--- src/rtl/mem_ctrl.sv ---
// -----------------------------------------------------------------------------
// mem_ctrl -- byte-serial memory controller arbitrating between an instruction
// fetch port and a load/store port onto a single 8-bit RAM interface.
//
// Every transaction moves N bytes, one per cycle, little-endian:
//   fetch         : always N = 4, read
//   load / store  : N = 1/2/4 for ls_size 0/1/2
// RAM read data returns one cycle after the address is presented. Stores to
// the I/O window (address >= IO_BASE) wait while io_buffer_full is high.
//
// Ports
//   clk, rst        clock, synchronous active-high reset
//   rdy             global enable; low freezes all state
//   mem_din         RAM read byte (one cycle after mem_a)
//   mem_dout/mem_a  RAM write byte / byte address
//   mem_wr          RAM write strobe
//   io_buffer_full  I/O sink cannot take a write
//   if_*            fetch request / one-cycle completion with word
//   ls_*            load/store request / one-cycle completion with load data
//   flush           cancels an in-flight or pending fetch
// -----------------------------------------------------------------------------
module mem_ctrl #(
  parameter logic [31:0] IO_BASE = 32'h00030000
) (
  input  logic        clk,
  input  logic        rst,
  input  logic        rdy,
  input  logic [7:0]  mem_din,
  output logic [7:0]  mem_dout,
  output logic [31:0] mem_a,
  output logic        mem_wr,
  input  logic        io_buffer_full,
  input  logic        if_req,
  input  logic [31:0] if_addr,
  output logic        if_ready,
  output logic [31:0] if_data,
  input  logic        ls_req,
  input  logic        ls_we,
  input  logic [1:0]  ls_size,
  input  logic [31:0] ls_addr,
  input  logic [31:0] ls_wdata,
  output logic        ls_ready,
  output logic [31:0] ls_rdata,
  input  logic        flush
);

  typedef enum logic [1:0] {IDLE, READ, WRITE, DONE} state_t;
  typedef enum logic {OWN_IF, OWN_LS} owner_t;

  state_t      state_q, state_d;
  owner_t      owner_q, owner_d;
  logic        we_q, we_d;
  logic [2:0]  k_q, k_d;
  logic [2:0]  n_q, n_d;
  logic [31:0] addr_q, addr_d;
  logic [31:0] wdata_q, wdata_d;
  logic [31:0] rbuf_q, rbuf_d;
  logic [31:0] if_data_q, if_data_d;
  logic [31:0] ls_rdata_q, ls_rdata_d;

  logic [31:0] byte_addr;
  logic [1:0]  cap_idx;
  logic        io_stall;

  // Address arithmetic wraps naturally at 32 bits.
  assign byte_addr = addr_q + {29'd0, k_q};
  // At step k the byte arriving on mem_din belongs to position k-1.
  assign cap_idx   = k_q[1:0] - 2'd1;
  assign io_stall  = io_buffer_full && (byte_addr >= IO_BASE);

  function automatic logic [2:0] size_to_n(input logic [1:0] size);
    case (size)
      2'd0:    return 3'd1;
      2'd1:    return 3'd2;
      default: return 3'd4;
    endcase
  endfunction

  // State register. A low rdy simply skips the update, which freezes the
  // transaction exactly where it is.
  always_ff @(posedge clk) begin
    // NOTE: sequential state uses non-blocking assignments so every register
    // samples the values from before this edge, independent of statement order.
    if (rst) begin
      state_q    <= IDLE;
      owner_q    <= OWN_IF;
      we_q       <= 1'b0;
      k_q        <= 3'd0;
      n_q        <= 3'd0;
      addr_q     <= 32'd0;
      wdata_q    <= 32'd0;
      rbuf_q     <= 32'd0;
      if_data_q  <= 32'd0;
      ls_rdata_q <= 32'd0;
    end else if (rdy) begin
      state_q    <= state_d;
      owner_q    <= owner_d;
      we_q       <= we_d;
      k_q        <= k_d;
      n_q        <= n_d;
      addr_q     <= addr_d;
      wdata_q    <= wdata_d;
      rbuf_q     <= rbuf_d;
      if_data_q  <= if_data_d;
      ls_rdata_q <= ls_rdata_d;
    end
  end

  // Next-state and output logic.
  always_comb begin
    // NOTE: every signal gets a default before the case so no path leaves a
    // value unassigned, which would otherwise infer a latch.
    state_d    = state_q;
    owner_d    = owner_q;
    we_d       = we_q;
    k_d        = k_q;
    n_d        = n_q;
    addr_d     = addr_q;
    wdata_d    = wdata_q;
    rbuf_d     = rbuf_q;
    if_data_d  = if_data_q;
    ls_rdata_d = ls_rdata_q;
    mem_a      = 32'd0;
    mem_dout   = 8'd0;
    mem_wr     = 1'b0;
    if_ready   = 1'b0;
    ls_ready   = 1'b0;
    if_data    = if_data_q;
    ls_rdata   = ls_rdata_q;

    case (state_q)
      IDLE: begin
        if (ls_req) begin
          owner_d = OWN_LS;
          we_d    = ls_we;
          addr_d  = ls_addr;
          n_d     = size_to_n(ls_size);
          wdata_d = ls_wdata;
          k_d     = 3'd0;
          rbuf_d  = 32'd0;
          state_d = ls_we ? WRITE : READ;
        end else if (if_req && !flush) begin
          owner_d = OWN_IF;
          we_d    = 1'b0;
          addr_d  = if_addr;
          n_d     = 3'd4;
          k_d     = 3'd0;
          rbuf_d  = 32'd0;
          state_d = READ;
        end
      end

      READ: begin
        // While frozen with a capture pending, keep presenting the previous
        // byte's address so mem_din still carries that byte on resume.
        if (!rdy && k_q != 3'd0) begin
          mem_a = byte_addr - 32'd1;
        end else if (k_q < n_q) begin
          mem_a = byte_addr;
        end
        if (k_q != 3'd0) begin
          rbuf_d[{cap_idx, 3'b000} +: 8] = mem_din;
        end
        if (k_q == n_q) begin
          state_d = DONE;
        end else begin
          k_d = k_q + 3'd1;
        end
        if (owner_q == OWN_IF && flush) begin
          state_d = IDLE;
          k_d     = 3'd0;
        end
      end

      WRITE: begin
        mem_a    = byte_addr;
        mem_dout = wdata_q[{k_q[1:0], 3'b000} +: 8];
        mem_wr   = rdy && !io_stall;
        if (!io_stall) begin
          if (k_q == n_q - 3'd1) begin
            state_d = DONE;
          end else begin
            k_d = k_q + 3'd1;
          end
        end
      end

      DONE: begin
        state_d = IDLE;
        k_d     = 3'd0;
        if (owner_q == OWN_IF) begin
          // A flush landing on the completion cycle still kills the pulse.
          if (!flush) begin
            if_ready  = rdy;
            if_data_d = rbuf_q;
            if (rdy) if_data = rbuf_q;
          end
        end else begin
          ls_ready = rdy;
          // Stores leave the last load value visible.
          if (!we_q) begin
            ls_rdata_d = rbuf_q;
            if (rdy) ls_rdata = rbuf_q;
          end
        end
      end

      default: state_d = IDLE;
    endcase
  end

endmodule

--- config.mk ---
export PLATFORM = sky130hd
export DESIGN_NAME = mem_ctrl
export DESIGN_NICKNAME = d
export VERILOG_FILES = /design/src/rtl/mem_ctrl.sv
export SDC_FILE = /design/constraint.sdc
export NUM_CORES = 1
export LEC_CHECK = 0
export BUFFER_PORTS_ARGS = -buffer_cell sky130_fd_sc_hd__clkbuf_2
export CORE_MARGIN = 3
export CORE_UTILIZATION = 50
export CTS_BUF_LIST = sky130_fd_sc_hd__clkbuf_2 sky130_fd_sc_hd__clkbuf_4 sky130_fd_sc_hd__clkbuf_8
export DETAILED_ROUTE_END_ITERATION = 10
export GPL_TIMING_DRIVEN = 0
export PLACE_DENSITY = 0.75
export SETUP_SLACK_MARGIN = 0.4
export SKIP_LAST_GASP = 1
export SLEW_MARGIN = 20
export SYNTH_ARGS = -nofsm -noshare
export SYNTH_HDL_FRONTEND = slang
export SYNTH_SLANG_ARGS = --single-unit
--- constraint.sdc ---
create_clock -name clk -period 10.5 [get_ports clk]
set_clock_uncertainty 0.05 [all_clocks]
set_input_delay 0.525 -clock clk [delete_from_list [all_inputs] [get_ports clk]]
set_output_delay 0.525 -clock clk [all_outputs]
set_load 0.01 [all_outputs]
# Word-level counts from Yosys, hierarchy flattened
# Index checks and enable logic that the tools add are counted.
[word_totals]
register_bits = 170
[op_classes]
magnitude_cmp = 2
n_eq_ne = 13
n_reduce_logical = 20
shift = 3
bitwise = 3
addsub = 6
n_mux = 46
[op_table]
columns = ["op", "n"]
rows = [
  ["$mux 32", 15],
  ["$pmux 32 s2", 2],
  ["$add 32x3->32", 1],
  ["$bwmux 32", 1],
  ["$ge 32x18->1 const B", 1],
  ["$shift 8x7->32 const A", 1],
  ["$shiftx 32x6->8", 1],
  ["$shiftx 8x7->32", 1],
  ["$sub 32x1->32 const B", 1],
  ["$mux 3", 8],
  ["$mux 2", 7],
  ["$pmux 3 s4", 1],
  ["$reduce_and 4->1", 3],
  ["$reduce_and 5->1", 2],
  ["$mux 1", 9],
  ["$ne 3x3->1 const B", 3],
  ["$mux 8", 1],
  ["$ne 2x2->1 const B", 4],
  ["$pmux 2 s4", 1],
  ["$neg 5->7", 1],
  ["$eq 3x3->1", 2],
  ["$pmux 3 s2", 1],
  ["$reduce_and 3->1", 2],
  ["$logic_and 1x1->1", 5],
  ["other kinds (11)", 19],
]

# Longest topological paths before layout
# Gate-level depths: netlist of the first run.
[logic_depth]
ltp_word = 6
mapped_depth = 14

# Worst setup path after synthesis of the first run
# No wires, ideal clock.
[synth_path]
path_kind = "reg-to-output"
start = "register k_q[1]"
end = "output port mem_a[31]"
path_slack_ns = 5.614
required_ns = 9.925
path_stages_with_launch = 15
arrival_ns = 4.311
cell_sequence = "dfxtp_1 clkbuf_1 inv_1 fa_1 nand2b_1 a2111o_1 buf_6 or4_4 or4_4 a21oi_4 and2_1 buf_6 nand2_2 or3_1 a31oi_1"
[synth_via]
elab_chain_cells = 4
word_cells_on_any_way = 8
[synth_rtl]
columns = ["element", "line_no", "source"]
rows = [
  ["from (decl)", "53", "logic [2:0] k_q, k_d;"],
  ["from (signal assigned)", "99", "k_q <= k_d;"],
  ["$add 32x3->32, or another cell as far along", "66", "assign byte_addr = addr_q + {29'd0, k_q};"],
  ["$sub 32x1->32, or another cell as far along", "157", "mem_a = byte_addr - 32'd1;"],
  ["$mux 32", "156", "if (!rdy && k_q != 3'd0) begin"],
  ["$pmux 32 s2 (*)", "131", "case (state_q)"],
  ["to (decl)", "30", "output logic [31:0] mem_a,"],
]
# Mark *: on every way between the ends. The rest lies on a longest branch, timed or not.

# Worst setup path after layout of the first run
[layout_path]
start = "register k_q[1]"
end = "output port mem_a[22]"
# The elaborated chain is that of the path after synthesis.

==> results of run 1 <==
[per-layer routing]
layer | wire length (µm) | part of all wire | GRT usage | vias up
met1 | 12400 | 0.45 | 0.365 | 4229
met4 | 318 | 0.012 | 0.0610 | 0
met3 | 2310 | 0.085 | 0.0605 | 29
met5 | 0 | 0 | 0 | -
li1 | - | - | - | 4400
met2 | 12400 | 0.45 | 0.412 | 359
[cell usage after synthesis (all sizes together) (3+ instances only)]
master	instances	area, µm²
a211oi	44	330
a21o	5	37.5
a21oi	84	432
a22oi	17	128
a31oi	7	43.8
and2	15	93.8
and3	14	87.6
and4	3	26.3
buf	12	68.8
clkbuf	64	241
dfxtp	170	3400
ha	18	225
inv	22	82.6
mux2	64	721
mux2i	35	350
mux4	8	180
nand2	133	502
nand2b	7	43.8
nand3	41	205
nand4	15	100
nor2	104	390
nor2b	70	438
nor3	26	130
nor4	6	37.5
o211ai	4	30.0
o21ai	25	125
o21bai	4	30.0
o22a	3	26.3
o22ai	6	37.5
o31a	4	35.0
or2	6	37.5
or3	3	18.8
or4	5	45.0
xnor2	28	245
xor2	15	131
[sequential cells by signal, summed over array words and instances, names as in the netlist]
register / count
ls_rdata_q: 32
if_data_q: 32
owner_q: 1
k_q: 3
addr_q: 32
wdata_q: 32
we_q: 1
rbuf_q: 32
n_q: 3
state_q: 2
[final cells by class]
cell class                 instances  area, µm²
fill                            1674       7060
multi-input combinational        844       5510
sequential                       170       3400
timing repair buffer             219       1100
buffer                            76        310
tap                              229        287
clock buffer                      18        241
clock inverter                    14        151
inverter                          24       90.1
[power groups by stage]
stage | Clock, mW | Combinational (mW) | Sequential, mW
after detailed placement | 0 | 0.281 | 0.707
after global routing | 0.499 | 0.317 | 0.696
final | 0.467 | 0.288 | 0.693
after CTS | 0.473 | 0.283 | 0.692
after floorplan | 0 | 0.195 | 0.699
after global placement | 0 | 0.275 | 0.706
[kinds of logic (layout without fill, tap and decap cells)]
| logic type | count (synthesis) | after routing | share of synthesized area |
|---|---|---|---|
| multiplexers | 107 | 107 | 0.134 |
| adder cells (fa/ha/maj) | 19 | 19 | 0.0264 |
| AO/OA/AOI/OAI | 223 | 223 | 0.154 |
| AND/OR/NAND/NOR | 452 | 452 | 0.235 |
| flip-flops | 170 | 170 | 0.366 |
| XOR/XNOR | 43 | 43 | 0.0405 |
| buffers and inverters | 100 | 351 | 0.0430 |
[worst max-delay path by stage]
| stage | from | to | slack (ps) | cells past startpoint |
|---|---|---|---|---|
| after floorplan | k_q[1] | mem_a[31] | 5610 | 14 |
| after global placement | k_q[1] | mem_a[22] | 4810 | 14 |
| after detailed placement | k_q[1] | mem_a[22] | 4730 | 14 |
| after CTS | k_q[1] | mem_a[22] | 4160 | 14 |
| after global routing | k_q[1] | mem_a[22] | 3850 | 14 |
| final | k_q[1] | mem_a[22] | 4080 | 14 |
[worst max-delay path, cell delays in order (launching register included)]
cell	delay [ps]
dfxtp_1	510
clkbuf_1	580
inv_1	280
fa_1	520
nand2b_1	250
a2111oi_2	780
o211ai_1	230
a211oi_1	500
and3_1	320
and3b_1	200
clkbuf_1	290
o21ai_0	210
and3_1	220
o31a_1	330
clkbuf_2	140
[stage by stage]
stage                     setup WS [ps]  area (µm²)   util  total power [mW]
after floorplan                    5610        9300      -             0.895
after global placement             4810       10700  0.589             0.982
after detailed placement           4730       10700  0.589             0.988
after CTS                          4160       11100  0.611              1.45
after global routing               3850       11100  0.611              1.51
final                              4080       11100  0.611              1.45
==> results summary, run 1 <==
The flow ran to the end, and the final reports show no timing, DRC or antenna violations. STA classifies the critical path endpoint as an output pin. The number of resized instances in the post-cts repair step is 0. The commonest register cell after synthesis is dfxtp_1. The library cell used most frequently in the layout, excluding fill and tap cells, is clkbuf_2.

The wire length of the first global-routing pass is 42.5 mm. In this run the register-to-register setup slack is 5410 ps. The cell count after placement is 1,562. The share of total power dissipated in combinational logic is 0.199. The synthesized design contains 0 enable-type register cells. The synthesis-to-layout area growth is 19.2%. The antenna diode count came out at 0. The maximum clock frequency came out at 0.156 GHz.

The post-route minimum period came out at 6420 ps. The worst hold path begins at ls_wdata[29]. In this run the remaining antenna-violating nets after routing total 0. The number of instances in the synthesized netlist is 1,114.

For hold timing, the worst endpoint is wdata_q[29]. For this configuration, the core starts out at a cell density of 0.513. The analysis attributes to cell leakage a power of 4.52 nW. The slew at the pin closest to its max-slew limit came out at 1060 ps. The number of clock sinks seen by CTS is 170.

The via count of the first global-routing pass was 8,248. The number of clock buffers inserted by TritonCTS came out at 17. For the worst flop-to-flop path, the logic depth is 13. The half-perimeter wire length after placement is 20.7 mm. The number of iterations in the first detailed-routing pass came out at 6. The final estimated routing congestion in global placement is 0.914.

The total vias in the final route is 9,017. The overall routing resource usage is 0.261. The area of the mapped netlist is 9300 µm².

The post-route worst hold slack came out at 211 ps. The proportion of synthesized chip area in sequential cells is 0.366. The per-instance average area after synthesis came out at 8.35 µm². The floorplan die width came out at 142 µm.

The share of async-settable or async-resettable flops after synthesis is 0. The final layout contains 1,485 nets. The H-tree depth came out at 4.

The floorplan row count came out at 49. The die footprint is 20,300 µm². The instance count along the most critical hold path is 3. The path class of the tightest hold or removal check is in2reg. During I/O placement, the number of pins put on the boundary was 221.

For the worst setup path, the data arrival time is 5840 ps. The count of buffers from port buffering is 219. Summed over all layers, the global routing overflow is 0.

The root buffer cell is clkbuf_8. The max-slew violation total from the final report came out at 0. The number of antenna violations at the first check in global routing came out at 0. The final number of hold-violating endpoints is 0.

The total detailed-routing wirelength is 27.3 mm. The peak supply drop came out at 0.0812 mV. The clock latency on the worst-skew pair came out at 470 ps. The share of total power dissipated in the clock network is 0.323. The buffers inserted during post-CTS setup optimization came out at 0. The largest net degree at the start of global routing is 18. The fraction of final layout cells with drive strength greater than 1 is 0.253. The sequential power share is 0.479.

Setup repair after global routing left no endpoint under its margin. The clock input transition at the sequential cells of the worst setup and hold paths came out at 100 ps. STA classifies the critical path startpoint as a flop. The core region is 18,100 µm².

The via count normalized by instance count came out at 5.66. The number of maximum-capacitance violations came out at 0. The number of DRC violations after detailed-routing iteration 0 is 681. The reg-to-reg endpoint is state_q[1].

The classification of the worst setup path is reg2out. The required time of the critical path is 9930 ps. After detailed routing, the average wire length per cell comes to 17.2 µm. The deepest clock path buffer count is 2. The worst slew margin relative to its limit is 0.290. For this design, the CTS-stage hold fixing added 0 buffers.

The chip height is 142 µm. The internal power is 0.971 mW. The number of DRC violations after detailed routing is 0. The switching share of power came out at 0.329. The finished layout holds 1,594 standard cells, fillers aside. Of all nets on the critical path, the largest fanout is 10. The launch point of the worst reg-to-reg path is k_q[1]. In the final timing run, aggregate negative setup slack is 0 ps. Yosys mapped the design onto 66 distinct sky130hd cell types. The TritonCTS clock tree is built. Leaving out fill and tap cells, the most frequent cells in the layout are clkbuf_2 (220), dfxtp_1 (170), nand2_1 (132). The share of the cycle needed by the critical path after routing came out at 0.611.

The total net switching power came out at 0.477 mW. Synthesis produced a netlist with a net count of 1,247. The total power density per cell area is 131 nW/µm².

Setup violations remaining at the end of the flow were counted as 0. The flip-flop and latch count after synthesis came out at 170. The number of synthesis warnings came out at 0.
(Power assumes the default switching activity.)
==> inputs of run 2 (changes only) <==
--- a/config.mk
+++ b/config.mk
@@ -11,7 +11,7 @@
 export CTS_BUF_LIST = sky130_fd_sc_hd__clkbuf_2 sky130_fd_sc_hd__clkbuf_4 sky130_fd_sc_hd__clkbuf_8
 export DETAILED_ROUTE_END_ITERATION = 10
 export GPL_TIMING_DRIVEN = 0
-export PLACE_DENSITY = 0.75
+export PLACE_DENSITY = 0.78
 export SETUP_SLACK_MARGIN = 0.4
 export SKIP_LAST_GASP = 1
 export SLEW_MARGIN = 20
==> constraint.sdc (replaced) <==
create_clock -name clk -period 5.73 [get_ports clk]
set_clock_uncertainty 0.05 [all_clocks]
set_input_delay 0.2865 -clock clk [delete_from_list [all_inputs] [get_ports clk]]
set_output_delay 0.2865 -clock clk [all_outputs]
set_load 0.01 [all_outputs]
==> results summary, run 2 (synthesized netlist as in run 1, its figures left out) <==
The run finished with clean final reports. The library cell used most frequently in the layout, excluding fill and tap cells, is clkbuf_2. In this run the worst hold path is classified as in2reg. The total power density per cell area came out at 233 nW/µm². The first global-routing pass estimated 44.3 mm of wire. In this run the top signal layer used is met4.

The clock latency on the worst-skew pair is 470 ps. The maximum fanout along the worst path is 10. Data on the critical path arrives at its endpoint at 4820 ps. The average wire length per cell after detail routing is 17.4 µm. The total core area is 18,100 µm². The share of the cycle needed by the critical path after routing came out at 0.901. The number of antenna violations at the first check in global routing is 2. The floorplan has 49 rows. The overall power came out at 2.68 mW. Summed over all nets, wire length on met3 after detailed routing comes to 2.77 mm. The chip height is 142 µm.

The fraction of final layout cells with drive strength greater than 1 is 0.253. Adding up every negative setup slack in the final design gives 0 ps. The initial core utilization came out at 0.513.

The TritonCTS clock tree is built. Setup repair after global routing left no endpoint under its margin. The worst setup path is captured at an output pin. Once detailed placement completed, the half-perimeter wirelength came to 20.8 mm. The signal on the critical path passes through clkbuf_8, inv_1, fa_1, nand2b_4, a2111o_1, buf_6, or4_4, or4_4, a21oi_4, and2_1, buf_6, nand2_2, or3_1, a31oi_2, clkbuf_2. The overall routing resource usage came out at 0.272. The I/O pin count is 221.

In this run the deepest clock path goes through 2 buffers. In this run the worst setup path begins at k_q[1]. The launch point of the worst reg-to-reg path is k_q[1].

The final layout contains 1,517 nets. The final estimated routing congestion in global placement came out at 0.932. The number of clock buffers inserted by TritonCTS is 17. The leakage power summed over all cells came out at 4.68 nW. After detailed routing, the number of vias per cell comes to 5.63. Once layout is complete, the cells apart from fillers number 1,628. The peak supply drop is 0.150 mV. The largest net degree at the start of global routing is 20. In this run the most critical hold path is launched from ls_wdata[9]. The number of clock sinks seen by CTS came out at 170.

The clock input transition at the sequential cells of the worst setup and hold paths came out at 100 ps. Once layout is complete, the utilization of the core stands at 0.633. The total detailed-routing wirelength came out at 28.3 mm. In this run the clock root is driven by a clkbuf_8. The sum of routed wire segments on met1 came out at 12.0 mm. The slowest stage cell on the critical path is or4_4. The maximum clock frequency is 0.194 GHz. The met2 layer wire length in the routed design came out at 13.1 mm. The number of DRC violations after detailed routing came out at 0.

The critical path buffer and inverter count came out at 5. The routed layout has 9,163 vias. The number of fill cells came out at 1,572. The detailed router finished its first iteration with 671 violations.

The worst setup path is launched from a flop. The max-slew violation total from the final report came out at 0. The final number of hold-violating endpoints came out at 0. The remaining number of nets flagged by the antenna check after routing is 0.

Setup violations remaining at the end of the flow were counted as 0. The number of iterations in the first detailed-routing pass came out at 5. Counting tap cells, the placed design contains a total of 1,562 instances. The cell family contributing the most delay on the critical path is simple AND/OR/NAND/NOR gates. For the pin with the worst max-slew slack, the measured transition is 1010 ps.

The floorplan die width came out at 142 µm. Input and output buffers added on the ports amount to 219. The via count of the first global-routing pass is 8,598.

The synthesis-to-layout area growth came out at 23.5%. The tool flagged a number of max-cap violations equal to 0. The post-route minimum period came out at 5160 ps. The worst setup path is of the reg2out kind. The worst slew margin relative to its limit is 0.322. On the worst path, the slowest cell contributes a delay of 530 ps. The required time of the critical path is 5390 ps. The top cell types in the final layout, fill and taps aside, are clkbuf_2 (220), dfxtp_1 (168), nand2_1 (132). The die footprint is 20,300 µm². For this run the aggregate overflow at the end of global routing stands at 0. In this run the number of H-tree levels came out at 4.
## run 2: what timing repair did
item / CTS / global route
endpoints found under the setup margin: 18 / 5
resized for setup: 9 / 4
hold buffers: 31 / 0
pin swaps: 1 / 0
endpoints found under the hold margin: 31 / 0
setup buffers: 1 / 0
## run 2: routing by layer
metal,GRT usage,vias to the layer above
met5,0,-
met4,0.0795,0
met3,0.0702,45
met2,0.438,436
met1,0.363,4233
li1,-,4449
## run 2: final timing paths
kind,cells after the start,slack (ps),end
worst min-delay path,3,40,wdata_q[9]
worst max register to register,14,1300,state_q[1]
worst max-delay path,15,570,mem_a[31]
worst min register to register,2,410,we_q
## run 2: where the power goes
part           switching [mW]  internal, mW  leakage [nW]
clock                   0.524         0.331         0.197
sequential             0.0427          1.23          1.38
combinational           0.351         0.205          3.10
## run 2: layout make-up
class / instances / area [µm²] / share of cell area
Multi-Input combinational cell: 844 / 5550 / 0.483
Sequential cell: 170 / 3410 / 0.297
Timing Repair Buffer: 251 / 1410 / 0.123
Buffer: 76 / 320 / 0.0279
Tap cell: 229 / 287 / 0.0249
Clock buffer: 17 / 234 / 0.0204
Clock inverter: 15 / 174 / 0.0151
Inverter: 24 / 90.1 / 0.00784
Antenna cell: 2 / 5.00 / 0.000436
## run 2: per-stage QoR
| stage | cell area [µm²] | hold WS (ps) | worst slack, ps |
|---|---|---|---|
| 2_1_floorplan | 9300 | 372 | 1080 |
| 3_3_place_gp | 10700 | 387 | 277 |
| 3_5_place_dp | 10700 | 393 | 235 |
| 4_1_cts | 11400 | 8.69 | 489 |
| 5_1_grt | 11500 | 30.6 | 465 |
| 6_report | 11500 | 41.8 | 570 |
## run 2: worst register-to-register path, delay by kind of cell, from the launching register on
family	cells	cell delay (ps)
flip-flops	1	410
buffers and inverters	4	660
AO/OA/AOI/OAI	4	1100
AND/OR/NAND/NOR	5	1600
adder cells (fa/ha/maj)	1	490
